[src/rtl/frame_sequencer.sv]
// frame_sequencer: per-frame swap / clear / draw / drain controller in the render clock domain.
// Define FRAME_SEQ_WATCHDOG_EN to add a watchdog that aborts a stuck DRAW/DRAIN and raises timeout_err.
module frame_sequencer #(
   parameter int DRAIN_CYCLES   = 8,
   parameter int TIMEOUT_CYCLES = 2000000,
   parameter int CNT_W          = 16
) (
   input  logic             clk,
   input  logic             rst_n,
   input  logic             frame_tick,
   input  logic             scene_ready,
   input  logic             renderer_busy,
   input  logic             driver_done,
   output logic             swap,
   output logic             begin_frame,
   output logic             driver_start,
   output logic             frame_active,
   output logic [CNT_W-1:0] frame_count,
   output logic [CNT_W-1:0] drop_count,
   output logic             timeout_err
);

   localparam logic [2:0] WAIT_SCENE = 3'd0;
   localparam logic [2:0] READY      = 3'd1;
   localparam logic [2:0] SWAP       = 3'd2;
   localparam logic [2:0] START      = 3'd3;
   localparam logic [2:0] DRAW       = 3'd4;
   localparam logic [2:0] DRAIN      = 3'd5;

   localparam int            DW         = (DRAIN_CYCLES > 1) ? $clog2(DRAIN_CYCLES) : 1;
   localparam logic [DW-1:0] DRAIN_LAST = DW'(DRAIN_CYCLES - 1);

   logic [1:0]    rst_sync;
   logic          rst_ok;
   logic [2:0]    state;
   logic [2:0]    state_nxt;
   logic          first_draw;
   logic [DW-1:0] drain_cnt;
   logic          drain_done;
   logic          tick_overrun;
   logic          wd_expired;

   // Reset asserts asynchronously but the sequencer only leaves reset two clocks after rst_n rises.
   always_ff @(posedge clk or negedge rst_n) begin
      if (!rst_n) begin
         rst_sync <= 2'b00;
      end else begin
         rst_sync <= {rst_sync[0], 1'b1};
      end
   end

   assign rst_ok       = rst_sync[1];
   assign drain_done   = (state == DRAIN) && !renderer_busy && (drain_cnt == DRAIN_LAST);
   assign tick_overrun = frame_tick && ((state == SWAP) || (state == START) ||
                                        (state == DRAW) || (state == DRAIN));

   always_comb begin
      state_nxt = state;
      case (state)
         WAIT_SCENE: if (scene_ready && frame_tick) state_nxt = START;
         READY: begin
            if (!scene_ready)    state_nxt = WAIT_SCENE;
            else if (frame_tick) state_nxt = SWAP;
         end
         SWAP:  state_nxt = START;
         START: state_nxt = DRAW;
         DRAW: begin
            if (wd_expired)       state_nxt = READY;
            else if (driver_done) state_nxt = DRAIN;
         end
         DRAIN: if (wd_expired || drain_done) state_nxt = READY;
         default: state_nxt = WAIT_SCENE;
      endcase
   end

   // Drain counter only advances on consecutive idle cycles; any busy cycle restarts the wait.
   always_ff @(posedge clk or negedge rst_n) begin
      if (!rst_n) begin
         state       <= WAIT_SCENE;
         first_draw  <= 1'b0;
         drain_cnt   <= '0;
         frame_count <= '0;
         drop_count  <= '0;
      end else if (!rst_ok) begin
         state       <= WAIT_SCENE;
         first_draw  <= 1'b0;
         drain_cnt   <= '0;
         frame_count <= '0;
         drop_count  <= '0;
      end else begin
         state      <= state_nxt;
         first_draw <= (state == START);
         if ((state != DRAIN) || renderer_busy) begin
            drain_cnt <= '0;
         end else begin
            drain_cnt <= drain_cnt + 1'b1;
         end
         if (drain_done && !wd_expired) begin
            frame_count <= frame_count + 1'b1;
         end
         if (tick_overrun && (drop_count != {CNT_W{1'b1}})) begin
            drop_count <= drop_count + 1'b1;
         end
      end
   end

   assign swap         = (state == SWAP);
   assign begin_frame  = (state == START);
   assign driver_start = (state == DRAW) && first_draw;
   assign frame_active = (state == START) || (state == DRAW) || (state == DRAIN);

`ifdef FRAME_SEQ_WATCHDOG_EN
   localparam logic [31:0] WD_LAST = 32'(TIMEOUT_CYCLES - 1);

   logic [31:0] wd_cnt;
   logic        timeout_q;

   assign wd_expired = ((state == DRAW) || (state == DRAIN)) && (wd_cnt == WD_LAST);

   // An expired frame is abandoned to READY, so its partial image still gets swapped on the next tick.
   always_ff @(posedge clk or negedge rst_n) begin
      if (!rst_n) begin
         wd_cnt    <= '0;
         timeout_q <= 1'b0;
      end else if (!rst_ok) begin
         wd_cnt    <= '0;
         timeout_q <= 1'b0;
      end else begin
         if (state == START) begin
            wd_cnt <= '0;
         end else if ((state == DRAW) || (state == DRAIN)) begin
            wd_cnt <= wd_cnt + 32'd1;
         end
         if (wd_expired) begin
            timeout_q <= 1'b1;
         end
      end
   end

   assign timeout_err = timeout_q;
`else
   assign wd_expired  = 1'b0;
   assign timeout_err = 1'b0;
`endif

endmodule

[config.mk]
export PLATFORM = sky130hd
export DESIGN_NAME = frame_sequencer
export DESIGN_NICKNAME = d
export VERILOG_FILES = /design/src/rtl/frame_sequencer.sv
export SDC_FILE = /design/constraint.sdc
export NUM_CORES = 1
export LEC_CHECK = 0
export CAP_MARGIN = 20
export CORE_MARGIN = 1
export CORE_UTILIZATION = 50
export DETAILED_ROUTE_END_ITERATION = 8
export GPL_TIMING_DRIVEN = 0
export PLACE_DENSITY = 0.79
export RECOVER_POWER = 50
export SLEW_MARGIN = 10
export SYNTH_ARGS = -nofsm -noshare
export SYNTH_HDL_FRONTEND = slang
export SYNTH_SLANG_ARGS = --single-unit
export TNS_END_PERCENT = 50
[constraint.sdc]
create_clock -name clk -period 6 [get_ports clk]
set_clock_uncertainty 0.1 [all_clocks]
set_input_delay 0.6 -clock clk [delete_from_list [all_inputs] [get_ports clk]]
set_output_delay 0.6 -clock clk [all_outputs]
set_load 0.02 [all_outputs]
---- Yosys cells after proc, flatten, opt, wreduce, memory -nomap -nowiden ----
Index checks and enable logic that the tools add are counted.
word-level totals
  bits in registers ....................... 41
  word-level logic and storage cells ...... 52
  output and inout port bits .............. 37
  input bits .............................. 6
operators by class
  equality and inequality tests ........... 14
  multiplexer cells ....................... 14
  reduce and logical (&&, ||, !) cells .... 15
  add/sub/neg operators ................... 3
operators with widths
  cell                     number
  $mux W16                 4
  $add A16 B1 Y16 const B  2
  $mux W3                  8
  $pmux W3 S6              1
  $ne A16 B16 Y1 const B   1
  $ne A3 B3 Y1 const B     4
  $eq A3 B3 Y1 const B     3
  $eq A3 B2 Y1 const B     2
  $logic_and A1 B1 Y1      6
  $logic_or A1 B1 Y1       6
  $ne A2 B1 Y1 const B     2
  $ne A4 B4 Y1 const B     1
  $reduce_and A4 Y1        1
  $add A3 B1 Y3 const B    1
  $eq A3 B1 Y1 const B     1
  $logic_not A3 Y1         1
  $logic_not A1 Y1         1
  $mux W1                  1

---- Depth between registers and ports, before layout ----
Gate-level depths: netlist of the first run.
  word-level depth ........................ 8
  mapped depth ............................ 7
  gate-level depth less buffers ........... 6

---- Worst setup path before layout of the first run ----
OpenSTA, ideal clock, no wires.
  path kind ............................... register to register
  start point ............................. register drop_count[0]
  end point ............................... register drop_count[8]
  slack ................................... 3.775 ns
  setup time .............................. 0.078 ns
  path buffers ............................ 1
  clock period less this slack ............ 2.225 ns
  arrival time ............................ 2.047 ns
  data required time ...................... 5.822 ns
  cell stages (with the launch flop) ...... 7
  path through ............................ dfrtp_1 -> ha_1 -> nand2_1 -> or4b_1 -> buf_2 -> or4_1 -> a21oi_1
between the ends
  cells in the longest elaborated chain, start to end .. 3
  elaborated cells between the ends (all ways) .. 6
  those cells by class .................... add/sub (1); eq/ne (2); mux (2); reduce/logical (1)
ends and longest elaborated chain
  what                                               RTL line  text
  start: declaration                                 19        output logic [CNT_W-1:0] drop_count,
  start signal: assignment                           102       drop_count <= drop_count + 1'b1;
  $add A16 B1 Y16 or $ne A16 B16 Y1 (tied branches)  102, 101
  $mux W16 or $logic_and A1 B1 Y1 (tied branches)    101       if (tick_overrun && (drop_count != {CNT_W{1'b1}})) begin
  $mux W16 or $ne A2 B1 Y1 (tied branches)           -
Parallel ways exist; a longest one is shown, timed or not. The select of a mux whose other input is x is not followed.
A chain may end at the register's enable or synchronous reset.

---- Final worst setup path of the first run ----
  start point ............................. register state[0]
  end point ............................... output port frame_active
between the ends
  cells in the longest elaborated chain, start to end .. 3
  elaborated cells between the ends (all ways) .. 5
  those cells by class .................... eq/ne (3); reduce/logical (2)
ends and longest elaborated chain
  what                                          RTL line  text
  start: declaration                            35        logic [2:0] state;
  start signal: assignment                      91        state <= state_nxt;
  $eq A3 B2 Y1 or $eq A3 B3 Y1 (tied branches)  110       assign frame_active = (state == START) || (state == DRAW) || (state == DRAIN);
  $logic_or A1 B1 Y1                            110
  $logic_or A1 B1 Y1 (*)                        110
  end: declaration                              17        output logic frame_active,
Every way passes the cells marked *; elsewhere a longest branch is shown, timed or not.

==> results of run 1 <==
[placed cells by master, fill, tap and decap left out, types with 9 or more instances in the layout]
cell	instances
nor2_1	11
clkbuf_1	11
nand2_1	17
o31ai_1	10
or3_1	9
or4_1	10
nand4_1	11
o21ai_0	12
nand3_1	11
a21oi_1	24
dfrtp_1	41
clkdlybuf4s50_1	34
[power by group through the flow]
stage | registers [W] | logic, W | clock network, W
3_3_place_gp | 0.000286 | 0.0000374 | 0
2_1_floorplan | 0.000286 | 0.0000195 | 0
4_1_cts | 0.000280 | 0.0000398 | 0.000268
3_5_place_dp | 0.000286 | 0.0000397 | 0
5_1_grt | 0.000281 | 0.0000420 | 0.000279
6_report | 0.000280 | 0.0000377 | 0.000267
[worst max-delay path by stage]
stage,startpoint,to
floorplan,drop_count[0],drop_count[8]
global placement,rst_n,drop_count[7]
detailed placement,frame_tick,drop_count[8]
CTS,state[2],driver_start
global route,rst_n,drop_count[15]
finish,state[0],frame_active
[cells by family after synthesis]
kind of cell | Yosys count
compound gates | 53
xor+xnor | 8
fa+ha+maj | 4
buf+inv | 21
flops | 41
mux | 2
other cells | 2
simple gates | 100
[metal layers]
metal,wire (um),vias to the layer above,GRT usage
met1,2250,981,0.306
met3,228,5,0.0574
met4,61,0,0.0851
li1,-,952,-
met2,2450,46,0.418
met5,0,-,0
[sequential cells by signal, summed over array words and instances, names as in the netlist]
register	cells
state	3
first_draw	1
frame_count	16
rst_sync	2
drain_cnt	3
drop_count	16
[final cells by class]
cell class,count,area (um2),share of cell area
multi-input combinational,169,1040,0.377
inverter,8,30.0,0.0109
sequential,41,1030,0.373
buffer,13,55.1,0.0200
clock buffer,5,68.8,0.0250
clock inverter,3,65.1,0.0236
tap,50,62.6,0.0227
timing repair buffer,42,408,0.148
[worst reg2reg max path, delay by kind of cell (launching register included)]
| kind | cells | cell delay (ns) |
|---|---|---|
| buffers and inverters | 2 | 0.77 |
| AND/OR/NAND/NOR | 2 | 0.61 |
| flip-flops | 1 | 0.46 |
| AO/OA/AOI/OAI | 2 | 0.36 |
[per-stage QoR]
stage / area, um2 / instances / hold slack, ns
6_report: 2750 / 331 / 0.206
4_1_cts: 2770 / 331 / 0.0910
3_3_place_gp: 2620 / 322 / 0.232
5_1_grt: 2750 / 331 / 0.250
2_1_floorplan: 2150 / 231 / 0.204
3_5_place_dp: 2640 / 323 / 0.239
==> run_results.csv, run 1 <==
group,metric,value,unit
clock_network,cts_root_buf,"clkbuf_8",
power_and_ir_drop,seqPwrFrac,0.480,
timing,hold_violations,0,
power_and_ir_drop,p_sw_frac,0.218,
power_and_ir_drop,internal-power,0.000457,W
timing,worst_pin_slew,1.58,ns
yosys,synthMostInstantiatedCell,"dfrtp_1",
routing,wirelength,4990,um
timing,setup_viol,0,
placement,gp_congestion,0.795,
routing,drcViolationCount,0,
worst_setup_path,path_depth,4,
yosys,ys.flop_type,"dfrtp_1",
die,io_pins,43,
yosys,synth.top_cell.area_share,0.478,
grt,overflow,0,
yosys,synth_fa_ha_area_frac,0.0233,
yosys,synth_compound_area_frac,0.146,
yosys,syn_area_per_cell,9.30,um2
worst_setup_path,r2r_cells,6,
yosys,ys_warn_count,0,
yosys,synth_area_leaders,"dfrtp_1 48%, a21oi_1 5.6%, o31ai_1 3.5%",
routing,vias_per_cell,5.99,
grt,grt_max_degree,30,
power_and_ir_drop,p_sw,0.000128,W
timing,min_period,2.59,ns
yosys,ys_ff_latch,41,
worst_setup_path,crit_fanout,10,
clock_network,numCtsBuffers,5,
routing,drt-pass1-iter-count,4,
clock_network,clkTransAtPathRegs,0.08,ns
grt,grt_pass1_wl,8380,um
yosys,synth-xor-area-share,0.0326,
worst_setup_path,setup.worst_path.start_class,"flop",
power_and_ir_drop,ir_worst_vdd,0.134,mV
timing,setup_ws,3.41,ns
die,initial_core_util,0.529,
power_and_ir_drop,powerDensity,212,nW/um2
die,num_rows,23,
grt,grt_pass1_vias,1816,
worst_setup_path,crit_family,"buffers and inverters",
clock_network,clock_latency,0.30,ns
worst_setup_path,crit_slowest_cell,"clkdlybuf4s50_1",
die,dieArea,4560,um2
yosys,yosys.area.top_type,"dfrtp_1",
power_and_ir_drop,cellLeakagePower,1.11,nW
layout,fin_nets,290,
yosys,synthArstFlopShare,1.00,
yosys,syn_nets,241,
clock_network,htreeDepth,2,
yosys,synthMuxAreaShare,0.00932,
routing,ant_nets,0,
timing,slew_headroom,-0.0526,
yosys,synth_top_family_by_area,"simple AND/OR/NAND/NOR gates",
clock_network,cts_tree,"done",
layout,layout-drive-gt1-share,0.0534,
yosys,yosys.area_share.simple,0.268,
worst_setup_path,path_cells,"clkbuf_1 > nand2_1 > o21ai_0 > clkdlybuf4s50_1",
timing,fmax,386,MHz
placement,io_buffers,41,
die,die_w,67.6,um
timing,drv_slew,30,
worst_setup_path,timing.rr.end,"drop_count[1]",
grt,antenna_found_initial,0,
layout,antenna_cells,0,
timing,rsz0062_at_grt,"no",
routing,vias,1984,
timing,setup_tns,0,ns
status,status,"finished, violations left",
yosys,synthCells,231,
worst_setup_path,arrival,1.89,ns
routing,wire_per_inst,15.1,um
timing,period_share,0.431,
yosys,seq_area_frac_synth,0.478,
clock_network,cts.repair.resized,0,
power_and_ir_drop,p_comb_frac,0.065,
worst_setup_path,path_class,"reg -> out",
yosys,ys_top_cells_by_count,"41 x dfrtp_1, 24 x a21oi_1, 17 x nand2_1",
power_and_ir_drop,total_power,0.000585,W
placement,place_ws,3.21,ns
placement,post-dp-hpwl,3450,um
yosys,synth_cell_type_count,39,
clock_network,hold_buffers,0,
yosys,synth-edff-count,0,
job,maxCapViolCount,1,
status,violations,"capacitance limit, slew limit",
layout,syn_to_final_growth,28.1,%
worst_setup_path,setup.worst_path.end_class,"primary output",
routing,drt-initial-drc-count,191,
worst_setup_path,rrSetupSlack,3.62,ns
clock_network,cts_sinks,41,
min_path,hold_path.class,"in -> async",
die,die_h,67.6,um
worst_setup_path,crit_buf_inv,2,
power_and_ir_drop,pwr-share-clk,0.456,
worst_setup_path,r2r_start,"drop_count[11]",
yosys,syn_area,2150,um2
grt,grt_use_total,0.247,
die,core,4060,um2
clock_network,cts_setup_buffers,0,
layout,nFillCells,336,
worst_setup_path,max_stage_delay,0.62,ns
layout,post-route-util,0.678,
clock_network,clockBufferDepth,2,
worst_setup_path,critical_path_required,5.30,ns
No activity file was read; power rests on OpenSTA's default activity.
==> inputs of run 2 (changes only) <==
- clock period: 6 -> 2.58 ns (I/O delays scaled with it)
==> run_results.csv, run 2 (synthesis gave the netlist of run 1 again) <==
group,metric,value,unit
layout,fin_area,2760,um2
worst_setup_path,r2r_cells,6,
power_and_ir_drop,ir_worst_vdd,0.311,mV
worst_setup_path,path_class,"reg -> reg",
power_and_ir_drop,powerDensity,493,nW/um2
status,status,"completed",
timing,drv_slew,0,
die,die_h,67.6,um
routing,vias_per_cell,5.97,
routing,drt-initial-drc-count,158,
timing,fmax,416,MHz
clock_network,htreeDepth,2,
power_and_ir_drop,p_sw,0.000297,W
timing,slew_headroom,0.513,
worst_setup_path,path_depth,6,
timing,setup_tns,0,ns
timing,hold_violations,0,
timing,min_period,2.41,ns
grt,overflow,0,
die,dieArea,4560,um2
power_and_ir_drop,seqPwrFrac,0.479,
worst_setup_path,crit_family,"buffers and inverters",
worst_setup_path,crit_fanout,10,
grt,antenna_found_initial,0,
grt,grt_use_total,0.247,
clock_network,cts_root_buf,"clkbuf_8",
timing,setup_viol,0,
layout,syn_to_final_growth,28.7,%
placement,place_area,2640,um2
worst_setup_path,r2r_start,"drop_count[11]",
die,die_w,67.6,um
worst_setup_path,setup.worst_path.end_class,"flop",
clock_network,cts_setup_buffers,0,
power_and_ir_drop,internal-power,0.00106,W
timing,rsz0062_at_grt,"no",
min_path,hold-path-cell-count,0,
layout,layout-drive-gt1-share,0.0603,
clock_network,numCtsBuffers,5,
die,io_pins,43,
placement,post-dp-hpwl,3450,um
layout,antenna_cells,0,
power_and_ir_drop,p_comb_frac,0.065,
routing,ant_nets,0,
timing,worst_pin_slew,0.730,ns
placement,place_inst,323,
clock_network,cts_sinks,41,
min_path,hold_path.class,"reg -> reg",
die,num_rows,23,
grt,grt_pass1_vias,1816,
worst_setup_path,cp-endpoint,"drop_count[1]",
grt,grt_pass1_wl,8380,um
worst_setup_path,crit_slowest_cell,"dfrtp_1",
power_and_ir_drop,p_sw_frac,0.218,
placement,gp_congestion,0.795,
die,initial_core_util,0.529,
clock_network,cts.repair.resized,0,
clock_network,hold_buffers,1,
worst_setup_path,critical_path_required,2.71,ns
worst_setup_path,setup.worst_path.start_class,"flop",
worst_setup_path,path_cells,"nand4_1 > nor4_1 > buf_1 > clkbuf_1 > o21ai_0 > a21oi_1",
worst_setup_path,crit_buf_inv,2,
layout,final_common_cell,"dfrtp_1",
routing,vias,1983,
routing,drcViolationCount,0,
layout,reg_top3,"drop_count x16, frame_count x16",
layout,layout_common_cells,"41 x dfrtp_1, 27 x clkdlybuf4s50_1, 24 x a21oi_1",
placement,io_buffers,41,
die,core,4060,um2
worst_setup_path,arrival,2.53,ns
routing,wirelength,5000,um
layout,fin_nets,291,
layout,layout.cells.non_filler,332,
routing,drt-pass1-iter-count,4,
clock_network,clkTransAtPathRegs,0.08,ns
clock_network,cts_tree,"done",
routing,wire_per_inst,15.1,um
timing,period_share,0.933,
power_and_ir_drop,pwr-share-clk,0.456,
worst_setup_path,max_stage_delay,0.47,ns
power_and_ir_drop,cellLeakagePower,1.15,nW
worst_setup_path,timing.rr.end,"drop_count[1]",
job,maxCapViolCount,0,
clock_network,clock_latency,0.30,ns
timing,timing.hold.ws,0.252,ns
clock_network,clockBufferDepth,2,
grt,grt_max_degree,30,
worst_setup_path,crit_start,"drop_count[11]",
worst_setup_path,rrSetupSlack,0.17,ns
## run 2: stage by stage
| step | worst slack [ns] | power [W] | utilization |
|---|---|---|---|
| final | 0.174 | 0.00136 | 0.681 |
| after global routing | 0.0110 | 0.00140 | 0.681 |
| after CTS | 0.198 | 0.00137 | 0.685 |
| after detailed placement | 0.130 | 0.000758 | 0.650 |
| after global placement | 0.101 | 0.000752 | 0.646 |
| after floorplan | 0.355 | 0.000712 | - |
## run 2: power groups by stage
stage                     logic [W]  clock network, W  registers, W
after floorplan           0.0000454                 0      0.000666
after global placement    0.0000870                 0      0.000665
after detailed placement  0.0000924                 0      0.000665
after CTS                 0.0000938          0.000622      0.000652
after global routing      0.0000998          0.000649      0.000654
final                     0.0000891          0.000621      0.000652
## run 2: how the worst min path moves through the flow
stage                      from        endpoint  slack (ns)
finish              rst_sync[0]     rst_sync[1]        0.25
global route        rst_sync[0]     rst_sync[1]        0.26
CTS                 rst_sync[0]     rst_sync[1]        0.26
detailed placement        rst_n  frame_count[3]        0.07
global placement    rst_sync[0]     rst_sync[1]        0.23
floorplan                 rst_n    drain_cnt[0]       -0.14
## run 2: cell type report
cell class              count  area [um2]
repair buffers             43         419
clock inverters             3        65.1
well taps                  50        62.6
flip-flops and latches     41        1030
fillers                   334        1290
clock buffers               5        68.8
inverters                   8        30.0
plain buffers              13        55.1
multi-input cells         169        1040
## run 2: worst reg2reg max path: cells and delay by family, from the launching register on
kind	cells	cell delay [ns]
AO/OA/AOI/OAI	2	0.37
buffers and inverters	2	0.79
flip-flops	1	0.47
AND/OR/NAND/NOR	2	0.61
## run 2: layer usage
metal  GRT usage  vias up  share of wire
met4      0.0851        0          0.012
met1       0.306      981           0.45
met2       0.418       45           0.50
met5           0        -              0
met3      0.0574        5          0.044
li1            -      952              -
